## config.mk

```make
export PLATFORM = sky130hd
export DESIGN_NAME = multicycle_ctrl_flat
export DESIGN_NICKNAME = d
export VERILOG_FILES = /design/src/rtl/multicycle_ctrl_pkg.sv /design/src/rtl/multicycle_ctrl_if.sv /design/src/rtl/multicycle_ctrl_mem_wait_ctr.sv /design/src/rtl/multicycle_ctrl.sv /design/src/flat_wrapper.sv
export SDC_FILE = /design/constraint.sdc
export NUM_CORES = 1
export LEC_CHECK = 0
export CAP_MARGIN = 20
export CORE_MARGIN = 4
export CORE_UTILIZATION = 40
export DETAILED_ROUTE_END_ITERATION = 7
export DONT_BUFFER_PORTS = 1
export SETUP_SLACK_MARGIN = 0.05
export SLEW_MARGIN = 20
export SYNTH_ARGS = -nofsm -noshare
export SYNTH_HDL_FRONTEND = slang
export SYNTH_SLANG_ARGS = --single-unit
```

## constraint.sdc

```tcl
create_clock -name clk -period 2.8 [get_ports clk]
set_input_delay 0.28 -clock clk [delete_from_list [all_inputs] [get_ports clk]]
set_output_delay 0.28 -clock clk [all_outputs]
set_load 0.02 [all_outputs]
```

## src/rtl/multicycle_ctrl_pkg.sv

```systemverilog
// ctrl_pkg: shared definitions for the multi-cycle MIPS control unit.
// Holds the state encoding, the opcodes the controller understands, and the
// encodings of alu_op, alu_src_b and pc_source, plus the packed control word
// that the FSM registers each cycle.
package ctrl_pkg;

  typedef enum logic [3:0] {
    S_IDLE      = 4'd0,
    S_FETCH     = 4'd1,
    S_DECODE    = 4'd2,
    S_MEM_ADDR  = 4'd3,
    S_MEM_READ  = 4'd4,
    S_MEM_WB    = 4'd5,
    S_MEM_WRITE = 4'd6,
    S_R_EXEC    = 4'd7,
    S_R_WB      = 4'd8,
    S_BRANCH    = 4'd9,
    S_JUMP      = 4'd10,
    S_I_EXEC    = 4'd11,
    S_I_WB      = 4'd12,
    S_HALT      = 4'd13
  } state_e;

  localparam logic [5:0] OP_RTYPE = 6'h00;
  localparam logic [5:0] OP_J     = 6'h02;
  localparam logic [5:0] OP_BEQ   = 6'h04;
  localparam logic [5:0] OP_BNE   = 6'h05;
  localparam logic [5:0] OP_ADDI  = 6'h08;
  localparam logic [5:0] OP_SLTI  = 6'h0A;
  localparam logic [5:0] OP_ANDI  = 6'h0C;
  localparam logic [5:0] OP_ORI   = 6'h0D;
  localparam logic [5:0] OP_LW    = 6'h23;
  localparam logic [5:0] OP_SW    = 6'h2B;

  localparam logic [2:0] ALU_ADD   = 3'b000;
  localparam logic [2:0] ALU_SUB   = 3'b001;
  localparam logic [2:0] ALU_FUNCT = 3'b010;
  localparam logic [2:0] ALU_AND   = 3'b011;
  localparam logic [2:0] ALU_OR    = 3'b100;
  localparam logic [2:0] ALU_SLT   = 3'b101;

  localparam logic [1:0] SRCB_B       = 2'b00;
  localparam logic [1:0] SRCB_FOUR    = 2'b01;
  localparam logic [1:0] SRCB_IMM     = 2'b10;
  localparam logic [1:0] SRCB_IMM_SH2 = 2'b11;

  localparam logic [1:0] PCSRC_ALU    = 2'b00;
  localparam logic [1:0] PCSRC_ALUOUT = 2'b01;
  localparam logic [1:0] PCSRC_JUMP   = 2'b10;

  typedef struct packed {
    logic       pc_en;
    logic       iord;
    logic       mem_read;
    logic       mem_write;
    logic       ir_write;
    logic       mem_to_reg;
    logic       reg_dst;
    logic       reg_write;
    logic       alu_src_a;
    logic [1:0] alu_src_b;
    logic       zero_ext;
    logic [1:0] pc_source;
    logic [2:0] alu_op;
  } ctrl_t;

endpackage

```

## src/rtl/multicycle_ctrl_if.sv

```systemverilog
// multicycle_ctrl_if: bundle between the control FSM and the datapath.
//   opcode, zero      : datapath -> controller (IR[31:26], ALU zero flag)
//   control strobes   : controller -> datapath (mux selects, write enables)
//   halted, state,
//   instr_count       : controller status / debug
// master = controller side, slave = datapath side.
interface multicycle_ctrl_if;
  logic [5:0]  opcode;
  logic        zero;
  logic        pc_en;
  logic        iord;
  logic        mem_read;
  logic        mem_write;
  logic        ir_write;
  logic        mem_to_reg;
  logic        reg_dst;
  logic        reg_write;
  logic        alu_src_a;
  logic [1:0]  alu_src_b;
  logic        zero_ext;
  logic [1:0]  pc_source;
  logic [2:0]  alu_op;
  logic        halted;
  logic [3:0]  state;
  logic [31:0] instr_count;

  modport master (
    input  opcode, zero,
    output pc_en, iord, mem_read, mem_write, ir_write, mem_to_reg, reg_dst,
           reg_write, alu_src_a, alu_src_b, zero_ext, pc_source, alu_op,
           halted, state, instr_count
  );

  modport slave (
    output opcode, zero,
    input  pc_en, iord, mem_read, mem_write, ir_write, mem_to_reg, reg_dst,
           reg_write, alu_src_a, alu_src_b, zero_ext, pc_source, alu_op,
           halted, state, instr_count
  );
endinterface

```

## src/rtl/multicycle_ctrl_mem_wait_ctr.sv

```systemverilog
// mem_wait_ctr: counts the cycles spent in a memory-access state.
//   clk, rst_n : clock, async active-low reset
//   start      : state entry; counter reloads to 0 on this edge
//   done       : current cycle is the last one (count == MEM_LATENCY)
//   done_next  : the cycle after the coming edge will be the last one; lets
//                the FSM register last-cycle strobes one edge ahead
module mem_wait_ctr #(
  parameter int MEM_LATENCY = 0
) (
  input  logic clk,
  input  logic rst_n,
  input  logic start,
  output logic done,
  output logic done_next
);

  localparam logic [4:0] LAT = 5'(MEM_LATENCY);

  logic [3:0] cnt;

  always_ff @(posedge clk or negedge rst_n) begin
    if (!rst_n) begin
      cnt <= '0;
    end else if (start) begin
      cnt <= '0;
    end else if (!done) begin
      cnt <= cnt + 4'd1;
    end
  end

  assign done      = ({1'b0, cnt} == LAT);
  assign done_next = start ? (LAT == 5'd0) : (({1'b0, cnt} + 5'd1) == LAT);

endmodule

```

## src/rtl/multicycle_ctrl.sv

```systemverilog
// multicycle_ctrl: Moore control FSM for the shared multi-cycle MIPS datapath.
//   clk, rst_n : clock, async active-low reset
//   bus        : multicycle_ctrl_if.master (opcode/zero in, controls out)
// Control outputs are registered from the next state, so they line up with
// the state they belong to. The one exception is pc_en in BRANCH, which must
// follow the zero flag produced during that same cycle.
//
// state     | meaning
// IDLE      | one cycle after reset, all outputs low
// FETCH     | read instruction at PC, PC+4; IR/PC load on last wait cycle
// DECODE    | latch opcode, precompute branch target
// MEM_ADDR  | A + imm for lw/sw
// MEM_READ  | data read at ALUOut, waits MEM_LATENCY+1 cycles
// MEM_WB    | rt <= MDR, retire
// MEM_WRITE | data write at ALUOut, retire on last wait cycle
// R_EXEC    | A funct B
// R_WB      | rd <= ALUOut, retire
// BRANCH    | compare A/B, PC <= target if taken, retire
// JUMP      | PC <= jump target, retire
// I_EXEC    | A op imm
// I_WB      | rt <= ALUOut, retire
// HALT      | unsupported opcode, frozen until reset
module multicycle_ctrl
  import ctrl_pkg::*;
#(
  parameter int MEM_LATENCY = 0
) (
  input  logic                clk,
  input  logic                rst_n,
  multicycle_ctrl_if.master   bus
);

  state_e      state_q, state_d;
  ctrl_t       ctrl_q;
  logic        halted_q;
  logic [5:0]  op_q;
  logic [31:0] count_q;
  logic        wait_start, wait_done, wait_done_next;
  logic        retire, branch_taken;

  mem_wait_ctr #(.MEM_LATENCY(MEM_LATENCY)) u_wait (
    .clk       (clk),
    .rst_n     (rst_n),
    .start     (wait_start),
    .done      (wait_done),
    .done_next (wait_done_next)
  );

  assign wait_start = (state_d != state_q);

  always_comb begin
    state_d = state_q;
    case (state_q)
      S_IDLE:      state_d = S_FETCH;
      S_FETCH:     state_d = wait_done ? S_DECODE : S_FETCH;
      S_DECODE: begin
        case (bus.opcode)
          OP_RTYPE:                         state_d = S_R_EXEC;
          OP_LW, OP_SW:                     state_d = S_MEM_ADDR;
          OP_BEQ, OP_BNE:                   state_d = S_BRANCH;
          OP_J:                             state_d = S_JUMP;
          OP_ADDI, OP_ANDI, OP_ORI, OP_SLTI: state_d = S_I_EXEC;
          default:                          state_d = S_HALT;
        endcase
      end
      S_MEM_ADDR:  state_d = (op_q == OP_SW) ? S_MEM_WRITE : S_MEM_READ;
      S_MEM_READ:  state_d = wait_done ? S_MEM_WB : S_MEM_READ;
      S_MEM_WRITE: state_d = wait_done ? S_FETCH : S_MEM_WRITE;
      S_R_EXEC:    state_d = S_R_WB;
      S_I_EXEC:    state_d = S_I_WB;
      S_MEM_WB, S_R_WB, S_BRANCH, S_JUMP, S_I_WB: state_d = S_FETCH;
      S_HALT:      state_d = S_HALT;
      default:     state_d = S_IDLE;
    endcase
  end

  assign retire = (state_q inside {S_MEM_WB, S_R_WB, S_BRANCH, S_JUMP, S_I_WB}) ||
                  (state_q == S_MEM_WRITE && wait_done);

  // Control word for state s; last marks the final wait cycle of FETCH.
  function automatic ctrl_t decode(state_e s, logic last, logic [5:0] op);
    ctrl_t c;
    c = '0;
    case (s)
      S_FETCH: begin
        c.mem_read  = 1'b1;
        c.alu_src_b = SRCB_FOUR;
        c.pc_source = PCSRC_ALU;
        c.alu_op    = ALU_ADD;
        c.ir_write  = last;
        c.pc_en     = last;
      end
      S_DECODE:    c.alu_src_b = SRCB_IMM_SH2;
      S_MEM_ADDR: begin
        c.alu_src_a = 1'b1;
        c.alu_src_b = SRCB_IMM;
      end
      S_MEM_READ: begin
        c.mem_read = 1'b1;
        c.iord     = 1'b1;
      end
      S_MEM_WB: begin
        c.reg_write  = 1'b1;
        c.mem_to_reg = 1'b1;
      end
      S_MEM_WRITE: begin
        c.mem_write = 1'b1;
        c.iord      = 1'b1;
      end
      S_R_EXEC: begin
        c.alu_src_a = 1'b1;
        c.alu_src_b = SRCB_B;
        c.alu_op    = ALU_FUNCT;
      end
      S_R_WB: begin
        c.reg_write = 1'b1;
        c.reg_dst   = 1'b1;
      end
      S_BRANCH: begin
        c.alu_src_a = 1'b1;
        c.alu_op    = ALU_SUB;
        c.pc_source = PCSRC_ALUOUT;
      end
      S_JUMP: begin
        c.pc_source = PCSRC_JUMP;
        c.pc_en     = 1'b1;
      end
      S_I_EXEC: begin
        c.alu_src_a = 1'b1;
        c.alu_src_b = SRCB_IMM;
        case (op)
          OP_ANDI: begin c.alu_op = ALU_AND; c.zero_ext = 1'b1; end
          OP_ORI:  begin c.alu_op = ALU_OR;  c.zero_ext = 1'b1; end
          OP_SLTI: c.alu_op = ALU_SLT;
          default: c.alu_op = ALU_ADD;
        endcase
      end
      S_I_WB:      c.reg_write = 1'b1;
      default:     c = '0;
    endcase
    return c;
  endfunction

  always_ff @(posedge clk or negedge rst_n) begin
    if (!rst_n) begin
      state_q  <= S_IDLE;
      ctrl_q   <= '0;
      halted_q <= 1'b0;
      op_q     <= '0;
      count_q  <= '0;
    end else begin
      state_q  <= state_d;
      // I_EXEC is only entered from DECODE, where the live opcode is valid.
      ctrl_q   <= decode(state_d, wait_done_next,
                         (state_q == S_DECODE) ? bus.opcode : op_q);
      halted_q <= (state_d == S_HALT);
      if (state_q == S_DECODE) op_q <= bus.opcode;
      if (retire) count_q <= count_q + 32'd1;
    end
  end

  // bne takes the branch on ~zero: zero XOR is_bne.
  assign branch_taken = (state_q == S_BRANCH) && (bus.zero ^ (op_q == OP_BNE));

  assign bus.pc_en       = ctrl_q.pc_en | branch_taken;
  assign bus.iord        = ctrl_q.iord;
  assign bus.mem_read    = ctrl_q.mem_read;
  assign bus.mem_write   = ctrl_q.mem_write;
  assign bus.ir_write    = ctrl_q.ir_write;
  assign bus.mem_to_reg  = ctrl_q.mem_to_reg;
  assign bus.reg_dst     = ctrl_q.reg_dst;
  assign bus.reg_write   = ctrl_q.reg_write;
  assign bus.alu_src_a   = ctrl_q.alu_src_a;
  assign bus.alu_src_b   = ctrl_q.alu_src_b;
  assign bus.zero_ext    = ctrl_q.zero_ext;
  assign bus.pc_source   = ctrl_q.pc_source;
  assign bus.alu_op      = ctrl_q.alu_op;
  assign bus.halted      = halted_q;
  assign bus.state       = state_q;
  assign bus.instr_count = count_q;

endmodule

```

## src/flat_wrapper.sv

```systemverilog
// flat-port wrapper written by rule: the top's interface ports become plain ports
module multicycle_ctrl_flat import ctrl_pkg::*;
#(
  parameter int MEM_LATENCY = 0
)
  (clk, rst_n, bus_opcode, bus_zero, bus_pc_en, bus_iord, bus_mem_read, bus_mem_write, bus_ir_write, bus_mem_to_reg, bus_reg_dst, bus_reg_write, bus_alu_src_a, bus_alu_src_b, bus_zero_ext, bus_pc_source, bus_alu_op, bus_halted, bus_state, bus_instr_count);
  multicycle_ctrl_if bus_i ();
  input  logic clk;
  input  logic rst_n;
  input wire logic [$bits(bus_i.opcode)-1:0] bus_opcode;
  input wire logic [$bits(bus_i.zero)-1:0] bus_zero;
  output wire logic [$bits(bus_i.pc_en)-1:0] bus_pc_en;
  output wire logic [$bits(bus_i.iord)-1:0] bus_iord;
  output wire logic [$bits(bus_i.mem_read)-1:0] bus_mem_read;
  output wire logic [$bits(bus_i.mem_write)-1:0] bus_mem_write;
  output wire logic [$bits(bus_i.ir_write)-1:0] bus_ir_write;
  output wire logic [$bits(bus_i.mem_to_reg)-1:0] bus_mem_to_reg;
  output wire logic [$bits(bus_i.reg_dst)-1:0] bus_reg_dst;
  output wire logic [$bits(bus_i.reg_write)-1:0] bus_reg_write;
  output wire logic [$bits(bus_i.alu_src_a)-1:0] bus_alu_src_a;
  output wire logic [$bits(bus_i.alu_src_b)-1:0] bus_alu_src_b;
  output wire logic [$bits(bus_i.zero_ext)-1:0] bus_zero_ext;
  output wire logic [$bits(bus_i.pc_source)-1:0] bus_pc_source;
  output wire logic [$bits(bus_i.alu_op)-1:0] bus_alu_op;
  output wire logic [$bits(bus_i.halted)-1:0] bus_halted;
  output wire logic [$bits(bus_i.state)-1:0] bus_state;
  output wire logic [$bits(bus_i.instr_count)-1:0] bus_instr_count;
  assign bus_i.opcode = bus_opcode;
  assign bus_i.zero = bus_zero;
  assign bus_pc_en = bus_i.pc_en;
  assign bus_iord = bus_i.iord;
  assign bus_mem_read = bus_i.mem_read;
  assign bus_mem_write = bus_i.mem_write;
  assign bus_ir_write = bus_i.ir_write;
  assign bus_mem_to_reg = bus_i.mem_to_reg;
  assign bus_reg_dst = bus_i.reg_dst;
  assign bus_reg_write = bus_i.reg_write;
  assign bus_alu_src_a = bus_i.alu_src_a;
  assign bus_alu_src_b = bus_i.alu_src_b;
  assign bus_zero_ext = bus_i.zero_ext;
  assign bus_pc_source = bus_i.pc_source;
  assign bus_alu_op = bus_i.alu_op;
  assign bus_halted = bus_i.halted;
  assign bus_state = bus_i.state;
  assign bus_instr_count = bus_i.instr_count;
  multicycle_ctrl #(.MEM_LATENCY(MEM_LATENCY)) u_core (.clk(clk), .rst_n(rst_n), .bus(bus_i));
endmodule
```

==> impl_results.md <==
* Outcome: finished, final reports clean
* Global-route wire length before repair at between 10 and 15 mm
* Number of pins with negative max-slew slack in the final report at 0
* Flip-flop and latch count after synthesis at 64
* Mapped Cells at 307
* Clock edge transition at the registers on the reported setup and hold paths at 70 ps
* Count of antenna-violating nets left after detailed routing at 0
* Post-CTS setup-driven buffer insertion count at 0
* Area of the die at around 0.0094 mm²
* Final net count at 320
* Crit path max-delay family: simple AND/OR/NAND/NOR gates
* Avg Vias per Cell at between 5 and 6
* Area used by sequential logic in the layout at roughly 0.0016 mm²
* Dominant combinational cell family by area after synthesis: simple AND/OR/NAND/NOR gates
* Area of the multi-input gates at around 0.0014 mm²
* Clock Root Buffer: sky130_fd_sc_hd__clkbuf_8
* Boundary pin count at between 60 and 70
* Synthesized-area fraction occupied by ao, oa, aoi and oai cells at between 7 and 8%
* Number of global-route vias before repair at about 2100
* Via count at around 2200
* Final Routed Wirelength at around 6.5 mm
* Clock tree skew after final layout at between 10 and 15 ps
* Cell type with the highest aggregate area in the netlist: sky130_fd_sc_hd__dfrtp_1
* Measured slew at the worst slew-check pin at around 610 ps
* Most used DFF post-synth: sky130_fd_sc_hd__dfrtp_1
* Count of input and output buffers at 0
* Yosys warning count at 0
* Initial core utilization at about two fifths
* TritonCTS clock tree: done
* Crit path arrival time at 2690 ps
* Req. time, crit path at 3060 ps
* Number of enable flip-flop cells after synthesis at 0
* Top cell type's share of synthesized area at about half
* Max-slew headroom at about 60%
* Category of the worst setup path capture point: flop
* Number of clock sinks at 64
* Share of synthesized cell area in full adder, half adder and majority cells at under 10%
* Count of buffering cells on the critical path with inverters included at 1
* Clk Latency, worst-skew pair at 340 ps
* Horizontal extent of the die at 97.2 µm
* Crit share post-route at 86.8%
* DRC violation count after routing at 0
* Diodes inserted at 0
* First-iteration detailed-routing DRC count at around 150
* Post-Synth XOR/XNOR Area at roughly a tenth
* Fin crit period at about 2400 ps
* Number of optimization iterations in the first detailed-route pass at 4
* Final total power at 0.00342 W
* Die boundary height at 97.2 µm
* Cell Pwr Density at ~1000 mW/mm²
* Filler instances at just over 700
* Area of the core at a little under 0.008 mm²
* Post-synthesis cell area at 0.00318 mm²
* Category of the worst setup path launch point: flop
* Pin count of the biggest net entering global routing at 65
* Fmax at 411 MHz
* Leading post-synthesis cells by cell area: sky130_fd_sc_hd__dfrtp_1 50%, sky130_fd_sc_hd__xor2_1 5.5%, sky130_fd_sc_hd__xnor2_1 5.0%
* Setup repair after global routing missed its margin: false
* Most frequently used cell type in the post-synthesis netlist: sky130_fd_sc_hd__dfrtp_1
* RePlAce Congestion at 0.820
* Global-route total usage across every layer at roughly 15%
* HPWL Detailed at approximately 4.5 mm
* Critical-path cell with the highest stage delay: sky130_fd_sc_hd__dfrtp_1
* Class of the tightest hold or removal check: in -> reg
* Critical path, cell by cell: inv_1 > ha_1 > nor3b_4 > a21boi_1 > o22ai_4 > nand2b_1 > nor4_1 > xor2_1
* Commonest cells in the synthesized netlist: 64 x sky130_fd_sc_hd__dfrtp_1, 30 x sky130_fd_sc_hd__nor2_1, 24 x sky130_fd_sc_hd__nand2_1, 20 x sky130_fd_sc_hd__xor2_1, 18 x sky130_fd_sc_hd__xnor2_1
* Post-Synth Simple-Gate Area at around 21%
* Fraction of registers with async set/reset at 100%
* Static Leakage at approximately 1.6 nW
* Num rows at 32
* Area added between synthesis and finish at 9.37%
* Inserted Clock Buffers at 9
* H-tree levels at 3
* Sequential area share after synthesis at approximately 50%
* Max reg flops at 32
* Number of maximum-capacitance constraint violations at 0
* Layout cell share with drive strength beyond 1 at 11.8%
* CP Max Fanout at 9
* Congestion Overflow GR at 0
* Final routed wire length divided by cell count at roughly 16 µm
* CTS max path bufs at 2
* Initial antenna violation count at 0
* Critical setup path kind: reg -> reg
* Worst-case vdd ir drop at between 500 and 600 µV
* Maximum single-stage delay on the critical path at 410 ps
* Number of hold violations in the final report at 0
* Fraction of synthesized area in multiplexers at ~3.3%
* Avg Cell Area, Syn at around 10 µm²
* Nets in the synthesized netlist at 319
* Final count of negative-setup-slack endpoints at 0
* Setup tns final at 0 ps
* Number of different library cells in the post-synthesis netlist at 53
-- cell type report --
class	instances	share of cell area, %
Timing Repair Buffer	9	2.59
Sequential cell	64	46.1
Clock inverter	5	1.62
Clock buffer	11	4.07
Inverter	17	1.84
Tap cell	102	3.67
Multi-Input combinational cell	207	40.2
-- worst register-to-register path, cell delays in order (launching register included) --
cell and delay [ps]:
sky130_fd_sc_hd__dfrtp_1 410, sky130_fd_sc_hd__inv_1 100, sky130_fd_sc_hd__ha_1 170, sky130_fd_sc_hd__nor3b_4 350, sky130_fd_sc_hd__a21boi_1 160, sky130_fd_sc_hd__o22ai_4 310, sky130_fd_sc_hd__nand2b_1 290, sky130_fd_sc_hd__nor4_1 390
sky130_fd_sc_hd__xor2_1 170
-- metal layers --
layer	wire length [µm]	vias up	global-route usage, %
li1	-	1049	-
met1	3120	1066	20.9
met4	108	0	5.51
met3	327	9	4.45
met2	2940	64	21.0
met5	0	-	0
-- stage by stage --
step / instances / area (µm²) / util (%) / setup WS (ps) / hold slack [ps]
after CTS: 415 / 3470 / 44.9 / 256 / 73.3
after global routing: 415 / 3480 / 45.0 / 142 / 76.5
final: 415 / 3480 / 45.0 / 368 / 96.0
after floorplan: 307 / 3180 / - / 621 / -15.6
after detailed placement: 397 / 3230 / 41.9 / 274 / -12.5
after global placement: 397 / 3230 / 41.9 / 260 / -12.2
-- cell usage in the layout (no fill, tap or decap), types with 2 or more instances in the layout --
master                     instances
sky130_fd_sc_hd__mux2i_1           6
sky130_fd_sc_hd__buf_4             7
sky130_fd_sc_hd__and2_1            2
sky130_fd_sc_hd__nand2_1          24
sky130_fd_sc_hd__a21o_1            2
sky130_fd_sc_hd__inv_1            16
sky130_fd_sc_hd__nand3b_1          3
sky130_fd_sc_hd__and4_1            3
sky130_fd_sc_hd__xor2_1           20
sky130_fd_sc_hd__and3_1            6
sky130_fd_sc_hd__clkinv_2          2
sky130_fd_sc_hd__clkbuf_8         10
sky130_fd_sc_hd__ha_1              3
sky130_fd_sc_hd__o22ai_1           3
sky130_fd_sc_hd__nor2b_1           3
sky130_fd_sc_hd__nand4_1           7
sky130_fd_sc_hd__o21ai_0           4
sky130_fd_sc_hd__a22oi_1           2
sky130_fd_sc_hd__mux2_2            4
sky130_fd_sc_hd__a21oi_1           7
sky130_fd_sc_hd__a211oi_1          2
sky130_fd_sc_hd__nor2_1           30
sky130_fd_sc_hd__a41o_1            2
sky130_fd_sc_hd__nor4_1            3
sky130_fd_sc_hd__or4_1             2
sky130_fd_sc_hd__nand3_1          11
sky130_fd_sc_hd__dfrtp_1          64
sky130_fd_sc_hd__nor3_1           16
sky130_fd_sc_hd__nand2b_1          4
sky130_fd_sc_hd__xnor2_1          18
-- timing repair --
item	CTS	global route
endpoints found under the hold margin	64	0
endpoints found under the setup margin	0	1
resized for setup	0	1
hold buffers	2	0
-- cell families after synthesis --
group / Yosys count
flip-flops: 64
AO/OA/AOI/OAI: 31
AND/OR/NAND/NOR: 125
buffers and inverters: 36
XOR/XNOR: 38
multiplexers: 10
adder cells (fa/ha/maj): 3
-- where the power goes --
part / internal (W) / switching, W
Combinational: 0.000476 / 0.000688
Sequential: 0.00112 / 0.000348
Clock: 0.000434 / 0.000361
Total: 0.00203 / 0.00140
-- final timing paths --
| path | startpoint | to | slack (ps) | depth (start not counted) |
|---|---|---|---|---|
| setup / recovery | u_core.u_wait.cnt[0]$_DFFE_PN0P_ | u_core.bus.instr_count[17]$_DFFE_PN0P_ | 370 | 8 |
| hold / removal | bus_opcode[4] | u_core.op_q[4]$_DFF_PN0_ | 100 | 1 |
| setup reg to reg | u_core.u_wait.cnt[0]$_DFFE_PN0P_ | u_core.bus.instr_count[17]$_DFFE_PN0P_ | 370 | 8 |
| hold reg to reg | u_core.op_q[4]$_DFF_PN0_ | u_core.op_q[4]$_DFF_PN0_ | 540 | 1 |
| max in group asynchronous | rst_n | u_core.bus.pc_source[0]$_DFF_PN0_ | 2030 | 2 |
| min in group asynchronous | rst_n | u_core.bus.mem_to_reg$_DFF_PN0_ | 470 | 2 |
No activity file was read; power rests on OpenSTA's default activity.
